$ cat src/rtl/mux2_1.sv
// Registered 2-to-1 datapath steering element: out takes a (sel=0) or b (sel=1)
// one clock after the inputs are sampled; synchronous active-low reset.
module mux2_1 #(
  parameter int               WIDTH     = 8,
  parameter logic [WIDTH-1:0] RESET_VAL = '0
) (
  input  logic             clk,
  input  logic             rst_n,
  input  logic [WIDTH-1:0] a,
  input  logic [WIDTH-1:0] b,
  input  logic             sel,
  output logic [WIDTH-1:0] out
);

  // Conditional operator (not an if/else) so an unknown sel merges a and b
  // bitwise in simulation instead of silently picking one operand.
  always_ff @(posedge clk) begin
    if (!rst_n) out <= RESET_VAL;
    else        out <= sel ? b : a;
  end

endmodule

$ cat config.mk
export PLATFORM = sky130hd
export DESIGN_NAME = mux2_1
export DESIGN_NICKNAME = d
export VERILOG_FILES = /design/src/rtl/mux2_1.sv
export SDC_FILE = /design/constraint.sdc
export NUM_CORES = 1
export LEC_CHECK = 0
export CORE_AREA = 2 2 39 41
export CTS_BUF_LIST = sky130_fd_sc_hd__clkbuf_16
export CTS_CLUSTER_SIZE = 24
export DETAILED_ROUTE_END_ITERATION = 10
export DIE_AREA = 0 0 41 43
export GPL_TIMING_DRIVEN = 0
export PLACE_DENSITY = 0.63
export SKIP_CTS_REPAIR_TIMING = 1
export SLEW_MARGIN = 15
export SYNTH_ARGS = -nofsm -noshare
export SYNTH_HDL_FRONTEND = slang
export SYNTH_SLANG_ARGS = --single-unit
$ cat constraint.sdc
create_clock -name clk -period 1.4 [get_ports clk]
set_input_delay 0.14 -clock clk [delete_from_list [all_inputs] [get_ports clk]]
set_output_delay 0.14 -clock clk [all_outputs]
set_load 0.01 [all_outputs]
==> results of run 1 <==
synth_stat cells:
cell	n	area (µm²)
nor2b_1	8	50.1
buf_6	1	11.3
mux2i_1	8	80.1
dfxtp_1	8	160
path summary, 6_finish.rpt:
path | end | slack, ps
worst max-delay path | out[5] | 200
worst min-delay path | out[6] | 250
kinds of logic (layout without fill, tap and decap cells):
kind of cell           Yosys count  after routing  share of synthesized area, %
buffers and inverters            1             29                          3.73
flip-flops                       8              8                          53.1
multiplexers                     8              8                          26.6
AND/OR/NAND/NOR                  8              8                          16.6
final cells by class:
class                      count  area, µm²  share of cell area (%)
clock buffer                   3       75.1                    11.6
tap                           16       20.0                    3.09
sequential                     8        160                    24.8
buffer                         1       11.3                    1.74
timing repair buffer          25        250                    38.7
multi-input combinational     16        130                    20.1
layout by cell type (no fill, tap or decap):
| cell type | instances |
|---|---|
| mux2i_1 | 8 |
| buf_6 | 1 |
| nor2b_1 | 8 |
| clkbuf_16 | 3 |
| dfxtp_1 | 8 |
| clkdlybuf4s50_1 | 25 |
per-layer routing:
metal / up-vias / wire length [µm]
met5: - / 0
met4: 0 / 0
met3: 0 / 72
met2: 14 / 341
met1: 122 / 237
li1: 139 / -
per-stage QoR:
step                worst slack [ps]  utilization [%]  instances
CTS                              187             46.7         69
detailed placement               434             41.3         66
global placement                 436             41.3         66
floorplan                        803                -         25
global route                     154             46.7         69
finish                           199             46.7         69
power by group through the flow:
stage	Sequential (mW)	Clock (mW)	Combinational, mW
global placement	0.251	0	0.119
floorplan	0.260	0	0.0300
CTS	0.248	0.488	0.121
detailed placement	0.251	0	0.120
global route	0.249	0.501	0.129
finish	0.248	0.469	0.119
==> impl_metrics.csv, run 1 <==
group,metric,value,unit
timing,slew_violations,0,
die,die-area,1760,µm²
global_route,first_global_vias,263,
timing,rsz0062_at_grt,"false",
timing,finalHoldViolations,0,
global_route,grt_busiest_layer,"met2",
setup_path,crit_arrival,1060,ps
die,die_h,43,µm
setup_path,cp-start-kind,"flip-flop",
finish,syn2layout_area_growth,115,%
die,pin_count,27,
placement,hpwl,502,µm
setup_path,cp.depth,1,
setup_path,worstPathCellList,"clkdlybuf4s50_1",
die,start_util,21.8,%
setup_path,worstPathMaxFanout,1,
cts,cts_tree,"done",
yosys,ys_types,4,
timing,whs,249,ps
die,die_w,41,µm
power_and_ir_drop,seqPwrFrac,29.7,%
min_path,hold_start,"sel",
detailed_routing,via_per_inst,3.99,
setup_path,worst_ep_required_time,1260,ps
power_and_ir_drop,power_frac_clock,56.1,%
yosys,seq_area_frac_synth,53.1,%
cts,root_buffer,"clkbuf_16",
finish,top_register,"out",
global_route,grt_util_met1,9.42,%
global_route,use_met2,13.4,%
power_and_ir_drop,comb_power_share,14.2,%
cts,numCtsBuffers,3,
detailed_routing,drt-total-wl,651,µm
setup_path,path_class,"reg -> out",
finish,drive_gt1_share,7.55,%
power_and_ir_drop,switching_share,16.6,%
yosys,synth_area_per_cell,12.1,µm²
global_route,overflow,0,
detailed_routing,postRouteAntennaNets,0,
global_route,use_met3,7.85,%
finish,diodes,0,
placement,dpl_cell_area,572,µm²
power_and_ir_drop,power_density,1290,nW/µm²
setup_path,crit_path_end_kind,"output port",
yosys,synth-seq-cells,8,
run,drv_cap,0,
die,core_region_area,1380,µm²
die,rows,14,
global_route,grt_max_degree,9,
detailed_routing,drt_iter0_drc,2,
setup_path,crit_buf_inv,1,
cts,htreeDepth,1,
timing,setup_violations,0,
power_and_ir_drop,finalPower,0.836,mW
cts,cts_sinks,8,
min_path,hold_path_class,"in -> reg",
detailed_routing,dr.pass1.iters,3,
timing,period_needed,1200,ps
timing,min_period_over_period,85.8,%
power_and_ir_drop,p_leak,0.270,nW
detailed_routing,routedWlPerCell,9.43,µm
placement,gp_congestion,0.535,
timing,finalSetupTns,0,ps
timing,worst_pin_slew,210,ps
placement,port_buffers,25,
yosys,ys_warn_count,0,
global_route,grt_usage,9.97,%
finish,largestRegisters,"out (8)",
setup_path,cp_slowest_cell,"clkdlybuf4s50_1",
yosys,synthCells,25,
cts,clkTransAtPathRegs,40,ps
detailed_routing,via_count,275,
global_route,antenna_found_initial,0,
setup_path,slowest_delay,530,ps
power_and_ir_drop,p_sw,0.139,mW
detailed_routing,drcViolationCount,0,
cts,clock_path_buffers,2,
setup_path,crit_start,"out[5]",
finish,largest_reg_flops,8,
power_and_ir_drop,power.internal,0.697,mW
min_path,hold_depth,3,
run_status,status,"finished, final reports clean",
timing,relSlewSlack,85.9,%
setup_path,crit_family,"buffers and inverters",
finish,nets,74,
yosys,synth_nets,44,
power_and_ir_drop,ir_drop,0.686,mV
timing,fmax,833,MHz
yosys,netlist_area,302,µm²
finish,final_area,647,µm²
global_route,grt_pass1_wl,1060,µm
finish,final.fill_count,147,
No activity file was read; power rests on OpenSTA's default activity.
==> inputs of run 2 (changes only) <==
==> constraint.sdc (replaced) <==
create_clock -name clk -period 1.4 [get_ports clk]
set_input_delay 0.35 -clock clk [delete_from_list [all_inputs] [get_ports clk]]
set_output_delay 0.35 -clock clk [all_outputs]
set_load 0.01 [all_outputs]
==> run 2 against run 1 <==
Utilization is 1.4 points higher. Clock-buffer cell count is the same. Critical endpoint unchanged. Non-clock buffer count stayed put. Critical path depth did not move. Global-route usage stayed put. Via count unchanged.
==> impl_metrics.csv, run 2 (same netlist as run 1, synthesis figures left out) <==
group,metric,value,unit
power_and_ir_drop,power.internal,0.693,mW
detailed_routing,drt_iter0_drc,2,
setup_path,crit_path_end_kind,"output port",
setup_path,crit_buf_inv,1,
power_and_ir_drop,power_frac_clock,56.4,%
detailed_routing,routedWlPerCell,9.70,µm
timing,period_needed,1030,ps
die,die-area,1760,µm²
die,die_h,43,µm
detailed_routing,postRouteAntennaNets,0,
cts,htreeDepth,1,
global_route,first_global_vias,263,
finish,largest_reg_flops,8,
cts,clock_path_buffers,2,
finish,final.fill_count,138,
cts,numCtsBuffers,3,
power_and_ir_drop,power_density,1250,nW/µm²
die,core_region_area,1380,µm²
finish,top_register,"out",
die,rows,14,
global_route,grt_max_degree,9,
setup_path,path_class,"reg -> out",
timing,min_period_over_period,73.7,%
timing,slew_violations,0,
cts,cts_tree,"done",
setup_path,crit_arrival,680,ps
cts,cts_sinks,8,
global_route,antenna_found_initial,0,
detailed_routing,drcViolationCount,0,
finish,layout_common_cells,"17 x clkdlybuf4s50_1, 8 x mux2i_1, 8 x nor2b_1, 8 x dfxtp_1, 8 x dlymetal6s2s_1",
cts,clkTransAtPathRegs,40,ps
run_status,status,"finished, final reports clean",
run,drv_cap,0,
finish,drive_gt1_share,7.55,%
power_and_ir_drop,p_leak,0.382,nW
die,die_w,41,µm
power_and_ir_drop,p_sw,0.139,mW
placement,hpwl,502,µm
finish,diodes,0,
setup_path,worstPathCellList,"dlymetal6s2s_1",
finish,largestRegisters,"out (8)",
detailed_routing,dr.pass1.iters,3,
power_and_ir_drop,seqPwrFrac,29.7,%
power_and_ir_drop,ir_drop,0.684,mV
power_and_ir_drop,comb_power_share,13.8,%
timing,worst_pin_slew,210,ps
detailed_routing,drt-total-wl,669,µm
finish,syn2layout_area_growth,121,%
die,start_util,21.8,%
detailed_routing,via_per_inst,3.99,
detailed_routing,via_count,275,
placement,port_buffers,25,
power_and_ir_drop,finalPower,0.831,mW
finish,mostFrequentLayoutCell,"clkdlybuf4s50_1",
timing,setup_violations,0,
setup_path,cp_slowest_cell,"dfxtp_1",
timing,finalHoldViolations,0,
setup_path,cp-start-kind,"flip-flop",
finish,fin_util,48.2,%
cts,root_buffer,"clkbuf_16",
global_route,grt_usage,9.97,%
die,pin_count,27,
finish,nets,74,
global_route,overflow,0,
setup_path,crit_family,"flip-flops",
setup_path,worst_ep_required_time,1050,ps
placement,gp_congestion,0.535,
min_path,hold_path_class,"in -> reg",
timing,relSlewSlack,85.9,%
setup_path,worstPathMaxFanout,1,
setup_path,slowest_delay,300,ps
timing,fmax,969,MHz
power_and_ir_drop,switching_share,16.7,%
timing,rsz0062_at_grt,"false",
global_route,grt_pass1_wl,1060,µm
## run 2: changes by cell type in the layout (fill, tap and decap cells not counted)
cell | before | now
clkdlybuf4s50_1 | 25 | 17
dlymetal6s2s_1 | 0 | 8
## run 2: path summary, 6_finish.rpt
path,start,end,cells after the start,slack (ps)
min,sel,out[6],3,460
max,out[5],out[5],1,370
## run 2: per-stage QoR
step | worst slack (ps) | cells | instance area [µm²] | hold WS, ps | TNS (ps)
after floorplan | 593 | 25 | 302 | 478 | 0
after global placement | 226 | 66 | 572 | 701 | 0
after detailed placement | 224 | 66 | 572 | 703 | 0
after CTS | -23.0 | 69 | 647 | 466 | -75.2
after global routing | 328 | 69 | 667 | 476 | 0
final | 368 | 69 | 667 | 459 | 0
## run 2: power by group through the flow
stage | clock network, mW | logic, mW | registers, mW
6_report | 0.469 | 0.115 | 0.247
5_1_grt | 0.501 | 0.125 | 0.248
4_1_cts | 0.488 | 0.121 | 0.248
3_5_place_dp | 0 | 0.120 | 0.251
3_3_place_gp | 0 | 0.119 | 0.251
2_1_floorplan | 0 | 0.0300 | 0.260
## run 2: cell type report
class,instances,area (µm²),area share (%)
timing repair buffer,25,270,40.5
sequential,8,160,24.0
multi-input combinational,16,130,19.5
clock buffer,3,75.1,11.3
tap,16,20.0,3.00
buffer,1,11.3,1.69
## run 2: routing by layer
layer	vias to the layer above	GRT usage, %	part of all wire (%)
met3	0	7.85	11
met5	-	0	0
met4	0	8.00	0
met2	14	13.4	52
met1	122	9.42	38
li1	139	-	-
==> inputs of run 3 (changes only) <==
- PLACE_DENSITY: 0.63 -> 0.65
- clock period: 1.4 -> 0.9 ns (I/O delays scaled with it)
==> run 3 against run 2 <==
Utilization decreased by 4.3 points. Die area unchanged. Total power increased by 53%. Wire length decreased by 0.15%. Clock power increased by 55%. Largest cell class unchanged. Largest power group unchanged.
==> impl_metrics.csv, run 3 (same netlist as run 1, synthesis figures left out) <==
group,metric,value,unit
setup_path,worstPathCellList,"clkbuf_2",
setup_path,crit_arrival,650,ps
finish,largest_reg_flops,8,
run_status,status,"finished, final reports clean",
finish,drive_gt1_share,22.6,%
finish,nets,74,
detailed_routing,routedWlPerCell,9.68,µm
global_route,grt_pass1_wl,910,µm
placement,gp_congestion,0.545,
timing,setup_violations,0,
die,rows,14,
setup_path,path_class,"reg -> out",
min_path,hold_path_class,"in -> reg",
cts,root_buffer,"clkbuf_16",
detailed_routing,via_count,285,
finish,fin_util,43.9,%
finish,top_register,"out",
timing,fmax,1140,MHz
detailed_routing,drt_iter0_drc,0,
global_route,first_global_vias,237,
global_route,grt_busiest_layer,"met2",
detailed_routing,postRouteAntennaNets,0,
cts,clock_path_buffers,2,
detailed_routing,dr.pass1.iters,1,
power_and_ir_drop,p_sw,0.214,mW
setup_path,slowest_delay,300,ps
finish,multi_input_area,130,µm²
placement,dpl_cell_area,572,µm²
global_route,use_met3,4.71,%
setup_path,cp.depth,1,
setup_path,cp_slowest_cell,"dfxtp_1",
power_and_ir_drop,p_leak,0.277,nW
finish,seq_area,160,µm²
timing,worst_pin_slew,228,ps
global_route,grt_util_met1,6.80,%
die,die_h,43,µm
finish,final_area,607,µm²
cts,htreeDepth,1,
power_and_ir_drop,power_density,2100,nW/µm²
setup_path,endpoint,"out[3]",
detailed_routing,drcViolationCount,0,
setup_path,crit_family,"flip-flops",
setup_path,cp-start-kind,"flip-flop",
finish,final.fill_count,151,
power_and_ir_drop,switching_share,16.8,%
global_route,antenna_found_initial,0,
timing,finalHoldViolations,0,
die,die_w,41,µm
finish,largestRegisters,"out (8)",
detailed_routing,via_per_inst,4.13,
finish,syn2layout_area_growth,101,%
timing,finalSetupTns,0,ps
global_route,use_met2,13.8,%
setup_path,crit_path_end_kind,"output port",
timing,period_needed,874,ps
timing,relSlewSlack,84.8,%
timing,rsz0062_at_grt,"false",
cts,clkTransAtPathRegs,30,ps
global_route,grt_usage,8.65,%
placement,port_buffers,25,
power_and_ir_drop,comb_power_share,12.7,%
finish,diodes,0,
run,drv_cap,0,
setup_path,worstPathMaxFanout,1,
die,core_region_area,1380,µm²
die,start_util,21.8,%
setup_path,worst_ep_required_time,670,ps
die,die-area,1760,µm²
detailed_routing,drt-total-wl,668,µm
finish,mostFrequentLayoutCell,"clkdlybuf4s50_1",
power_and_ir_drop,ir_drop,1.44,mV
finish,layout_common_cells,"17 x clkdlybuf4s50_1, 8 x mux2i_1, 8 x nor2b_1, 8 x dfxtp_1",
power_and_ir_drop,power_frac_clock,57.0,%
cts,cts_sinks,8,
power_and_ir_drop,power.internal,1.06,mW
timing,whs,345,ps
global_route,overflow,0,
cts,numCtsBuffers,3,
setup_path,crit_buf_inv,1,
timing,slew_violations,0,
power_and_ir_drop,seqPwrFrac,30.3,%
die,pin_count,27,
setup_path,crit_start,"out[3]",
timing,min_period_over_period,97.1,%
global_route,grt_max_degree,9,
cts,cts_tree,"done",
-- run 3: changes by cell type in the layout (fill, tap and decap cells not counted) --
cell | previous run | this run
dlymetal6s2s_1 | 8 | 0
buf_2 | 0 | 4
clkbuf_2 | 0 | 4
-- run 3: layout make-up --
class	instances	share of cell area, %
flip-flops and latches	8	26.4
multi-input cells	16	21.4
well taps	16	3.30
clock buffers	3	12.4
plain buffers	1	1.86
repair buffers	25	34.6
-- run 3: per-stage QoR --
step	instances	worst slack (ps)	power, mW
after floorplan	25	218	0.451
after global placement	66	-171	0.575
after detailed placement	66	-160	0.579
after CTS	69	-390	1.32
after global routing	69	0.287	1.33
final	69	26.5	1.27
-- run 3: power groups by stage --
stage | logic (mW) | registers [mW] | clock network (mW)
floorplan | 0.0467 | 0.405 | 0
global placement | 0.185 | 0.390 | 0
finish | 0.163 | 0.386 | 0.726
CTS | 0.188 | 0.387 | 0.744
global route | 0.177 | 0.387 | 0.766
detailed placement | 0.187 | 0.392 | 0
-- run 3: worst min path at each step --
stage | startpoint | endpoint | slack (ps) | depth (start not counted)
global placement | sel | out[3] | 570 | 3
detailed placement | sel | out[6] | 580 | 3
global route | sel | out[5] | 350 | 3
floorplan | rst_n | out[0] | 350 | 1
CTS | sel | out[6] | 350 | 3
finish | sel | out[7] | 340 | 3
-- run 3: metal layers --
layer / wire length, µm / vias up
li1: - / 141
met1: 257 / 134
met2: 367 / 10
met3: 43 / 0
met4: 0 / 0
met5: 0 / -
